[config.mk]
export PLATFORM = sky130hd
export DESIGN_NAME = cim_row_sequencer_flat
export DESIGN_NICKNAME = d
export VERILOG_FILES = /design/src/rtl/cim_row_sequencer_pkg.sv /design/src/rtl/cim_row_sequencer_if.sv /design/src/rtl/cim_pwm_bank.sv /design/src/rtl/cim_row_sequencer.sv /design/src/flat_wrapper.sv
export SDC_FILE = /design/constraint.sdc
export NUM_CORES = 1
export LEC_CHECK = 0
export ABC_AREA = 1
export CORE_MARGIN = 10
export CORE_UTILIZATION = 38
export CTS_BUF_LIST = sky130_fd_sc_hd__clkbuf_16
export DETAILED_ROUTE_END_ITERATION = 7
export PLACE_DENSITY_LB_ADDON = 0.05
export SYNTH_ARGS = -nofsm -noshare
export SYNTH_HDL_FRONTEND = slang
export SYNTH_HIERARCHICAL = 1
export SYNTH_SLANG_ARGS = --single-unit
export TNS_END_PERCENT = 100
[constraint.sdc]
create_clock -name clk -period 2 [get_ports clk]
set_input_delay 0.4 -clock clk [delete_from_list [all_inputs] [get_ports clk]]
set_output_delay 0.4 -clock clk [all_outputs]
set_load 0.01 [all_outputs]
[src/rtl/cim_row_sequencer_pkg.sv]
// Shared definitions for the CIM row sequencer: phase state encodings and
// opcode field values (opcode[3:2]).
package cim_ctrl_pkg;

  typedef enum logic [2:0] {
    ST_IDLE  = 3'd0,
    ST_WRITE = 3'd1,
    ST_READ  = 3'd2,
    ST_RESET = 3'd3
  } state_t;

  localparam logic [1:0] OP_WRITE = 2'b01;
  localparam logic [1:0] OP_READ  = 2'b10;

endpackage

[src/rtl/cim_row_sequencer_if.sv]
// Host command interface for the CIM row sequencer.
//   cmd_valid  host -> seq  command request
//   cmd_ready  seq -> host  high only while the sequencer is idle
//   opcode     host -> seq  [3:2] selects WRITE/READ/no-op, [1:0] reserved
//   cmd_loops  host -> seq  READ loop count (0 selects the default)
//   row_en     host -> seq  row mask, latched when the command is accepted
interface cim_row_sequencer_if #(
  parameter int N_ROWS = 4
);
  logic              cmd_valid;
  logic              cmd_ready;
  logic [3:0]        opcode;
  logic [3:0]        cmd_loops;
  logic [N_ROWS-1:0] row_en;

  modport master (
    output cmd_valid, opcode, cmd_loops, row_en,
    input  cmd_ready
  );

  modport slave (
    input  cmd_valid, opcode, cmd_loops, row_en,
    output cmd_ready
  );
endinterface

[src/rtl/cim_pwm_bank.sv]
// Per-row PWM generator sharing one free-running counter.
//   clk, rst_n   clock, asynchronous active-low reset
//   pixel_data   N_ROWS packed pixel words; the top PWM_W bits of each are the duty
//   pwm          registered per-row PWM, high while counter < duty
// Duties latch only when the counter is 0 so every period is glitch-free.
module cim_pwm_bank #(
  parameter int N_ROWS = 4,
  parameter int DATA_W = 10,
  parameter int PWM_W  = 7
) (
  input  logic                     clk,
  input  logic                     rst_n,
  input  logic [N_ROWS*DATA_W-1:0] pixel_data,
  output logic [N_ROWS-1:0]        pwm
);

  logic [PWM_W-1:0] cnt;
  logic [PWM_W-1:0] duty [N_ROWS];

  always_ff @(posedge clk or negedge rst_n) begin
    if (!rst_n) begin
      cnt <= '0;
      pwm <= '0;
      for (int unsigned r = 0; r < N_ROWS; r++) duty[r] <= '0;
    end else begin
      cnt <= cnt + 1'b1;
      for (int unsigned r = 0; r < N_ROWS; r++) begin
        if (cnt == '0) duty[r] <= pixel_data[r*DATA_W + DATA_W - 1 -: PWM_W];
        pwm[r] <= (cnt < duty[r]);
      end
    end
  end

endmodule

[src/rtl/cim_row_sequencer.sv]
// Phase sequencer for one memristor time-domain CIM tile: WRITE, multi-loop
// READ and discharge RESET phases with masked PWM wordline gating.
//   clk, rst_n           clock, asynchronous active-low reset
//   cmd                  host command interface (slave side)
//   abort                forces an early discharge from WRITE or READ
//   pixel_data           per-row pixel words feeding the PWM bank
//   weight_ctrl          high for the first T_WEIGHT cycles of WRITE
//   compute_sig          high for the whole READ phase
//   input_ctrl           high for the first T_INPUT cycles of each READ loop
//   pre_charge_ctrl      active-low, low from timer T_PRE in READ loops and RESET
//   wl_ctrl              compute_sig & pwm & latched row mask
//   level_shifted_input  raw per-row PWM
//   busy, done           not idle / one-cycle pulse on return to IDLE from WRITE or RESET
//   state_debug          current state encoding
module cim_row_sequencer
  import cim_ctrl_pkg::*;
#(
  parameter int N_ROWS     = 4,
  parameter int DATA_W     = 10,
  parameter int PWM_W      = 7,
  parameter int TIMER_W    = 10,
  parameter int T_WRITE    = 720,
  parameter int T_WEIGHT   = 30,
  parameter int T_CYC      = 54,
  parameter int T_INPUT    = 30,
  parameter int T_PRE      = 42,
  parameter int READ_LOOPS = 10
) (
  input  logic                     clk,
  input  logic                     rst_n,
  cim_row_sequencer_if.slave       cmd,
  input  logic                     abort,
  input  logic [N_ROWS*DATA_W-1:0] pixel_data,
  output logic                     weight_ctrl,
  output logic                     compute_sig,
  output logic                     input_ctrl,
  output logic                     pre_charge_ctrl,
  output logic [N_ROWS-1:0]        wl_ctrl,
  output logic [N_ROWS-1:0]        level_shifted_input,
  output logic                     busy,
  output logic                     done,
  output logic [2:0]               state_debug
);

  localparam logic [TIMER_W-1:0] WR_LAST  = TIMER_W'(T_WRITE - 1);
  localparam logic [TIMER_W-1:0] CYC_LAST = TIMER_W'(T_CYC - 1);
  localparam logic [TIMER_W-1:0] WEIGHT_T = TIMER_W'(T_WEIGHT);
  localparam logic [TIMER_W-1:0] INPUT_T  = TIMER_W'(T_INPUT);
  localparam logic [TIMER_W-1:0] PRE_T    = TIMER_W'(T_PRE);

  state_t              state, state_n;
  logic [TIMER_W-1:0]  timer;
  logic [3:0]          loop_cnt;
  logic [3:0]          loop_lim;
  logic [N_ROWS-1:0]   mask;
  logic [N_ROWS-1:0]   pwm;
  logic                accept;
  logic                loop_end;

  cim_pwm_bank #(
    .N_ROWS (N_ROWS),
    .DATA_W (DATA_W),
    .PWM_W  (PWM_W)
  ) u_pwm (
    .clk        (clk),
    .rst_n      (rst_n),
    .pixel_data (pixel_data),
    .pwm        (pwm)
  );

  assign cmd.cmd_ready = (state == ST_IDLE);
  assign accept        = cmd.cmd_valid && (state == ST_IDLE);
  assign loop_end      = (timer == CYC_LAST);

  always_comb begin
    state_n         = state;
    weight_ctrl     = 1'b0;
    compute_sig     = 1'b0;
    input_ctrl      = 1'b0;
    pre_charge_ctrl = 1'b1;
    case (state)
      ST_IDLE: begin
        if (accept) begin
          if (cmd.opcode[3:2] == OP_WRITE)     state_n = ST_WRITE;
          else if (cmd.opcode[3:2] == OP_READ) state_n = ST_READ;
        end
      end
      ST_WRITE: begin
        weight_ctrl = (timer < WEIGHT_T);
        if (abort)                 state_n = ST_RESET;
        else if (timer == WR_LAST) state_n = ST_IDLE;
      end
      ST_READ: begin
        compute_sig     = 1'b1;
        input_ctrl      = (timer < INPUT_T);
        pre_charge_ctrl = !(timer >= PRE_T);
        if (abort) state_n = ST_RESET;
        else if (loop_end && (loop_cnt == loop_lim - 4'd1)) state_n = ST_RESET;
      end
      ST_RESET: begin
        pre_charge_ctrl = !(timer >= PRE_T);
        if (loop_end) state_n = ST_IDLE;
      end
      default: state_n = ST_IDLE;
    endcase
  end

  always_ff @(posedge clk or negedge rst_n) begin
    if (!rst_n) begin
      state    <= ST_IDLE;
      timer    <= '0;
      loop_cnt <= '0;
      loop_lim <= '0;
      mask     <= '0;
      done     <= 1'b0;
    end else begin
      state <= state_n;
      done  <= ((state == ST_WRITE) || (state == ST_RESET)) && (state_n == ST_IDLE);
      if ((state_n != state) || (state == ST_IDLE)) timer <= '0;
      else if ((state == ST_READ) && loop_end)     timer <= '0;
      else                                          timer <= timer + 1'b1;
      if (state_n != state)                     loop_cnt <= '0;
      else if ((state == ST_READ) && loop_end)  loop_cnt <= loop_cnt + 4'd1;
      if (accept) begin
        mask     <= cmd.row_en;
        loop_lim <= (cmd.cmd_loops == 4'd0) ? 4'(READ_LOOPS) : cmd.cmd_loops;
      end
    end
  end

  assign wl_ctrl             = {N_ROWS{compute_sig}} & pwm & mask;
  assign level_shifted_input = pwm;
  assign busy                = (state != ST_IDLE);
  assign state_debug         = state;

endmodule

[src/flat_wrapper.sv]
// flat-port wrapper written by rule: the top's interface ports become plain ports
module cim_row_sequencer_flat import cim_ctrl_pkg::*;
#(
  parameter int N_ROWS     = 4,
  parameter int DATA_W     = 10,
  parameter int PWM_W      = 7,
  parameter int TIMER_W    = 10,
  parameter int T_WRITE    = 720,
  parameter int T_WEIGHT   = 30,
  parameter int T_CYC      = 54,
  parameter int T_INPUT    = 30,
  parameter int T_PRE      = 42,
  parameter int READ_LOOPS = 10
)
  (clk, rst_n, abort, pixel_data, weight_ctrl, compute_sig, input_ctrl, pre_charge_ctrl, wl_ctrl, level_shifted_input, busy, done, state_debug, cmd_cmd_valid, cmd_opcode, cmd_cmd_loops, cmd_row_en, cmd_cmd_ready);
  cim_row_sequencer_if #(.N_ROWS(N_ROWS)) cmd_i ();
  input  logic clk;
  input  logic rst_n;
  input  logic abort;
  input  logic [N_ROWS*DATA_W-1:0] pixel_data;
  output logic weight_ctrl;
  output logic compute_sig;
  output logic input_ctrl;
  output logic pre_charge_ctrl;
  output logic [N_ROWS-1:0] wl_ctrl;
  output logic [N_ROWS-1:0] level_shifted_input;
  output logic busy;
  output logic done;
  output logic [2:0] state_debug;
  input wire logic [$bits(cmd_i.cmd_valid)-1:0] cmd_cmd_valid;
  input wire logic [$bits(cmd_i.opcode)-1:0] cmd_opcode;
  input wire logic [$bits(cmd_i.cmd_loops)-1:0] cmd_cmd_loops;
  input wire logic [$bits(cmd_i.row_en)-1:0] cmd_row_en;
  output wire logic [$bits(cmd_i.cmd_ready)-1:0] cmd_cmd_ready;
  assign cmd_i.cmd_valid = cmd_cmd_valid;
  assign cmd_i.opcode = cmd_opcode;
  assign cmd_i.cmd_loops = cmd_cmd_loops;
  assign cmd_i.row_en = cmd_row_en;
  assign cmd_cmd_ready = cmd_i.cmd_ready;
  cim_row_sequencer #(.N_ROWS(N_ROWS), .DATA_W(DATA_W), .PWM_W(PWM_W), .TIMER_W(TIMER_W), .T_WRITE(T_WRITE), .T_WEIGHT(T_WEIGHT), .T_CYC(T_CYC), .T_INPUT(T_INPUT), .T_PRE(T_PRE), .READ_LOOPS(READ_LOOPS)) u_core (.clk(clk), .rst_n(rst_n), .cmd(cmd_i), .abort(abort), .pixel_data(pixel_data), .weight_ctrl(weight_ctrl), .compute_sig(compute_sig), .input_ctrl(input_ctrl), .pre_charge_ctrl(pre_charge_ctrl), .wl_ctrl(wl_ctrl), .level_shifted_input(level_shifted_input), .busy(busy), .done(done), .state_debug(state_debug));
endmodule
==> run_results.csv, run 1 <==
group,metric,value,unit
die,dieArea,14550,um^2
clock_network,cts_setup_buffers,0,
logic_synthesis,ys_types,34,
logic_synthesis,synthTopCellsByCount,"nand2_1 (118), inv_1 (87), dfrtp_1 (65), nor2_1 (41), ha_1 (30)",
finish,num_antenna_cells,0,
critical_path,crit_path_start_kind,"register",
critical_path,crit_arrival,1.51,ns
clock_network,postCtsHoldBufs,0,
route,wire_per_inst,12.16,um
clock_network,cts_tree,"built",
outcome,status,"finished, final reports clean",
logic_synthesis,synth_most_common_cell,"nand2_1",
pwr,p_leak,0.002633,uW
clock_network,cts.sinks,65,
clock_network,clockBufferDepth,2,
job,cap_violations,0,
critical_path,cp_slowest_cell,"dfrtp_1",
die,core-area,9819,um^2
global_route,grt_pass1_vias,3176,
logic_synthesis,synth_top_area_cell,"dfrtp_1",
route,dr.pass1.iters,4,
logic_synthesis,synth.area.top_cells,"dfrtp_1 (42%), nand2_1 (12%), ha_1 (9.8%), inv_1 (8.5%), o21ai_2 (4.6%)",
pwr,power.density,763.2,nW/um^2
logic_synthesis,synth-edff-count,0,
clock_network,htree_levels,3,
finish,drive_gt1_frac,0.2095,
timing,finalSetupViolCount,0,
critical_path,cp-end-kind,"primary output",
timing,hold_slack,0.07778,ns
global_route,overflow,0,
global_route,grt_max_degree,66,
placed_design,dpl.hpwl,6.436,mm
die,die_w,120.6,um
route,routed-via-count,3127,
die,initial_core_util,0.3918,
finish,syn_to_final_growth,31.80,%
critical_path,critPathTopFamily,"buffers and inverters",
global_route,antenna_found_initial,0,
timing,finalCriticalPeriod,1.908,ns
route,ant_nets,0,
timing,tns,0,ns
clock_network,clk_pin_slew,0.05,ns
critical_path,critPathBufInv,4,
global_route,grt.total_usage,0.1234,
logic_synthesis,synth_flop_cell,"dfrtp_1",
finish,final_nets,649,
logic_synthesis,yosys_warnings,6,
clock_network,cts_made_buffers,9,
critical_path,crit_type,"register to primary output",
route,drc_errors,0,
critical_path,crit_chain,"inv_1 > nand2_2 > buf_4 > nor2_4 > inv_2 > dlygate4sd2_1",
route,totalWireLength,8.521,mm
die,num_rows,36,
logic_synthesis,avgSynthCellArea,8.066,um^2
pwr,vdd_drop_max,319.4,uV
timing,fmax,524.1,MHz
logic_synthesis,synth_seq_cells,65,
logic_synthesis,yosysSeqAreaShare,0.4228,
placed_design,port_buffers,59,
hold_path,hold_path.class,"primary input to asynchronous set/reset pin",
die,ios,74,
clock_network,clock_insertion_delay_worst_skew,0.33,ns
route,viasPerCell,4.461,
logic_synthesis,synth_area,3847,um^2
critical_path,cp_data_required_time,1.60,ns
timing,slew_violations,0,
timing,final.setup_skew,0.008314,ns
timing,hold_violations,0,
critical_path,cpPeakStageDelay,0.37,ns
logic_synthesis,synthCells,477,
placed_design,gp_congestion,0.8982,
route,drtIter0Drc,139,
die,die_h,120.6,um
critical_path,crit_fanout,4,
logic_synthesis,yosys.area.top_type_share,0.4228,
logic_synthesis,async_flop_share,1.000,
clock_network,clock_tree.root_cell,"clkbuf_16",
global_route,grt_pass1_wl,14.71,mm
logic_synthesis,syn_nets,563,
timing,fin_crit_sh,0.9541,
==> layout by cell type, fill, tap and decap left out, types with 4 or more instances in the layout <==
master           instances
clkbuf_2                 6
ha_1                    30
nor2_4                   4
nor2_2                   7
clkdlybuf4s50_1         48
xor2_1                   6
nand4_1                  5
inv_1                   86
nand2_2                 17
dfrtp_1                 65
a21oi_1                 15
xnor2_1                  5
nor2_1                  35
nor3_1                   4
buf_4                   20
nand2_1                116
o21ai_1                 10
nand3_2                  4
inv_2                   10
o21ai_0                  5
nand3_1                 11
clkbuf_16                9
o21ai_2                 20
==> per-layer routing <==
| metal | global-route usage | part of all wire | wire length [um] | up-vias |
|---|---|---|---|---|
| met4 | 0.04223 | 0.020 | 170 | 0 |
| li1 | - | - | - | 1639 |
| met1 | 0.1523 | 0.47 | 3977 | 1409 |
| met5 | 0 | 0 | 0 | - |
| met2 | 0.2021 | 0.48 | 4058 | 61 |
| met3 | 0.03490 | 0.037 | 314 | 18 |
==> sequential cells by signal, indices dropped and copies added (netlist names) <==
register	cells
u_core/timer	10
u_core/loop_lim	4
u_core/done	1
u_core/u_pwm/cnt	7
u_core/mask	4
u_core/state_debug	3
u_core/u_pwm/pwm	4
u_core/loop_cnt	4
u_core/u_pwm/duty	28
==> cell type report <==
cell class                      instances  area (um^2)
Sequential cell                        65         1627
Multi-Input combinational cell        309         1871
Clock inverter                          7        62.56
Clock buffer                            9        225.2
Fill cell                             965         4748
Timing Repair Buffer                   82        757.0
Tap cell                              133        166.4
Inverter                               96        362.8
==> timing repair <==
action	4_1_cts	5_1_grt
pin swaps	0	1
gates resized for setup	14	32
setup endpoints to repair	10	17
cloned	0	0
==> worst register-to-register path, delay by kind of cell (launching register included) <==
kind	cells	cell delay (ns)
adder cells (fa/ha/maj)	1	0.18
buffers and inverters	2	0.16
flip-flops	1	0.39
AND/OR/NAND/NOR	9	1.08
==> cell families (layout without fill, tap and decap cells) <==
logic type	Yosys count	after routing	synth area share
AND/OR/NAND/NOR	212	212	0.2475
buffers and inverters	103	194	0.1112
flip-flops	65	65	0.4228
AO/OA/AOI/OAI	55	55	0.09496
adder cells (fa/ha/maj)	30	30	0.09756
XOR/XNOR	11	11	0.02504
other	1	1	0.0009747
==> per-stage QoR <==
step	instance area (um^2)	total power (uW)	worst slack (ns)	utilization	instances
finish	5071	3870	0.09187	0.5164	701
global route	5071	4116	-0.02501	0.5164	701
CTS	5032	3918	-0.09173	0.5125	701
detailed placement	4745	2378	-0.07033	0.4832	685
global placement	4745	2363	0.03376	0.4832	685
floorplan	3847	2009	0.1009	-	477
==> worst paths after layout <==
| check | from | endpoint | depth (start not counted) | slack [ns] |
|---|---|---|---|---|
| setup / recovery | u_core/state_debug[2]$_DFF_PN0_ | busy | 6 | 0.09 |
| hold reg to reg | u_core/u_pwm/duty[12]$_DFFE_PN0N_ | u_core/u_pwm/duty[12]$_DFFE_PN0N_ | 2 | 0.48 |
| setup reg to reg | u_core/timer[1]$_DFF_PN0_ | u_core/timer[9]$_DFF_PN0_ | 12 | 0.12 |
| max in group asynchronous | rst_n | u_core/u_pwm/duty[5]$_DFFE_PN0N_ | 2 | 1.63 |
| min in group clk | u_core/u_pwm/duty[12]$_DFFE_PN0N_ | u_core/u_pwm/duty[12]$_DFFE_PN0N_ | 2 | 0.48 |
| hold / removal | rst_n | u_core/loop_lim[1]$_DFFE_PN0P_ | 2 | 0.08 |
==> power breakdown <==
group | total, uW | leakage, uW | internal (uW) | switching [uW]
registers | 1520 | 0.000799 | 1440 | 82.1
clock network | 1520 | 0.000140 | 950 | 574
logic | 825 | 0.00169 | 364 | 461
total | 3870 | 0.00263 | 2750 | 1120
No activity file was read; power rests on OpenSTA's default activity.
==> run 2: changes to the inputs <==
DONT_BUFFER_PORTS = 1   (was unset)
PLACE_DENSITY_LB_ADDON = 0.08   (was 0.05)
clock period = 2.15 ns   (was 2 ns; I/O delays follow)
==> run_results.csv, run 2 (synthesis gave the netlist of run 1 again) <==
group,metric,value,unit
outcome,status,"finished, final reports clean",
die,core-area,9819,um^2
clock_network,clockBufferDepth,2,
critical_path,critPathTopFamily,"simple AND/OR/NAND/NOR gates",
finish,regMostFlops,"u_core/u_pwm/duty",
clock_network,cts_setup_buffers,0,
clock_network,htree_levels,3,
placed_design,pre_cts_slack,0.2553,ns
finish,largest_register_ffs,28,
global_route,overflow,0,
pwr,vdd_drop_max,347.0,uV
route,wire_per_inst,12.56,um
finish,fin_area,4377,um^2
finish,layout_common_cells,"nand2_1 (118), inv_1 (88), dfrtp_1 (64)",
placed_design,place_area,4036,um^2
global_route,gr-usage-met2,0.1997,
critical_path,crit_top_cell,"inv_2",
route,totalWireLength,7.927,mm
timing,slew_violations,0,
timing,worst_pin_slew,0.5702,ns
global_route,grt_max_degree,66,
timing,finalSetupViolCount,0,
timing,hold_violations,0,
critical_path,r2r.worst_path.cells,11,
clock_network,cts_made_buffers,9,
pwr,p_leak,0.002334,uW
finish,num-fill-cells,1023,
placed_design,dpl.hpwl,6.020,mm
critical_path,crit_chain,"inv_2 > nand2_2 > nor2_2 > inv_2 > nor4_2 > buf_4",
critical_path,critPathBufInv,3,
timing,slew_headroom,0.6163,
critical_path,cp_data_required_time,1.72,ns
global_route,antenna_found_initial,0,
die,die_h,120.6,um
placed_design,gp_congestion,0.8055,
route,dr.pass1.iters,4,
die,num_rows,36,
critical_path,cpPeakStageDelay,0.43,ns
timing,setup_slack,0.09755,ns
global_route,grt-busiest-layer,"met2",
critical_path,r2r_start,"u_core/timer[1]$_DFF_PN0_",
die,initial_core_util,0.3918,
finish,drive_gt1_frac,0.1727,
hold_path,hold_path.class,"primary input to register",
clock_network,clk_pin_slew,0.05,ns
placed_design,port_buffers,0,
die,die_w,120.6,um
route,viasPerCell,4.612,
clock_network,clock_insertion_delay_worst_skew,0.32,ns
route,drtIter0Drc,94,
critical_path,timing.rr.end,"u_core/timer[3]$_DFF_PN0_",
finish,final_nets,579,
global_route,grt_pass1_vias,3017,
critical_path,crit_path_start,"u_core/state_debug[2]$_DFF_PN0_",
timing,finalCriticalPeriod,2.052,ns
global_route,grtUsageMet3,0.03071,
global_route,grt_use_met1,0.1298,
die,dieArea,14550,um^2
job,cap_violations,0,
critical_path,crit_arrival,1.62,ns
critical_path,ff2ff_setup_slack,0.27,ns
clock_network,cts.sinks,65,
die,ios,74,
finish,top_regs,"u_core/u_pwm/duty: 28 flops, u_core/timer: 10 flops, u_core/u_pwm/cnt: 7 flops",
finish,num_antenna_cells,0,
timing,final.setup_skew,0.004748,ns
critical_path,crit_fanout,7,
clock_network,cts_tree,"built",
finish,final_common_cell,"nand2_1",
route,drc_errors,0,
critical_path,cp-end-kind,"primary output",
clock_network,clock_tree.root_cell,"clkbuf_16",
global_route,grt.total_usage,0.1156,
critical_path,crit_path_start_kind,"register",
critical_path,cp_slowest_cell,"dfrtp_1",
route,ant_nets,0,
critical_path,crit_type,"register to primary output",
route,routed-via-count,2910,
pwr,power.density,776.7,nW/um^2
timing,fin_crit_sh,0.9546,
critical_path,cp_num_cells,6,
finish,syn_to_final_growth,13.76,%
critical_path,crit_end,"input_ctrl",
global_route,grt_pass1_wl,13.77,mm
timing,fmax,487.2,MHz
[run 2: where the power goes]
group | internal [uW] | leakage, uW | switching [uW]
Clock | 874 | 0.000144 | 505
Sequential | 1340 | 0.000797 | 94.6
Combinational | 220 | 0.00139 | 366
[run 2: routing by layer]
metal | wire [um] | part of all wire
met1 | 3509 | 0.44
met2 | 3831 | 0.48
met3 | 449 | 0.057
met4 | 137 | 0.017
met5 | 0 | 0
[run 2: through the flow]
| step | total power [uW] | util | setup TNS (ns) | hold WS, ns | instances |
|---|---|---|---|---|---|
| after CTS | 3463 | 0.4439 | 0 | 0.2096 | 631 |
| final | 3399 | 0.4457 | 0 | 0.2169 | 631 |
| after global placement | 2005 | 0.4111 | 0 | 0.1370 | 613 |
| after detailed placement | 2016 | 0.4111 | 0 | 0.1371 | 613 |
| after global routing | 3633 | 0.4457 | -0.06428 | 0.2168 | 631 |
| after floorplan | 1868 | - | 0 | 0.1344 | 477 |
[run 2: final cells by class]
| class | count | area (um^2) | share of cell area |
|---|---|---|---|
| Inverter | 96 | 362.8 | 0.08290 |
| Tap cell | 133 | 166.4 | 0.03802 |
| Multi-Input combinational cell | 309 | 1815 | 0.4148 |
| Clock buffer | 9 | 225.2 | 0.05146 |
| Timing Repair Buffer | 12 | 125.1 | 0.02859 |
| Sequential cell | 65 | 1628 | 0.3719 |
| Clock inverter | 7 | 53.80 | 0.01229 |
[run 2: what timing repair did]
action                                 4_1_cts  5_1_grt
endpoints found under the hold margin       65        0
gates resized for setup                      2        4
setup endpoints to repair                    1        2
hold buffers                                 2        0
[run 2: worst min-delay path by stage]
stage,cells after the start,startpoint,slack [ns],to
floorplan,0,rst_n,0.13,u_core/done$_DFF_PN0_
global placement,0,rst_n,0.14,u_core/mask[3]$_DFFE_PN0P_
detailed placement,0,rst_n,0.14,u_core/mask[3]$_DFFE_PN0P_
CTS,2,cmd_row_en[3],0.21,u_core/mask[3]$_DFFE_PN0P_
global route,2,cmd_row_en[0],0.22,u_core/mask[0]$_DFFE_PN0P_
finish,2,cmd_row_en[3],0.22,u_core/mask[3]$_DFFE_PN0P_
[run 2: worst register-to-register path, delay by kind of cell, from the launching register on]
kind	cells	cell delay [ns]
DFF	1	0.37
and+or+nand+nor	8	1.04
buffers and inverters	2	0.17
adders and majority gates	1	0.19
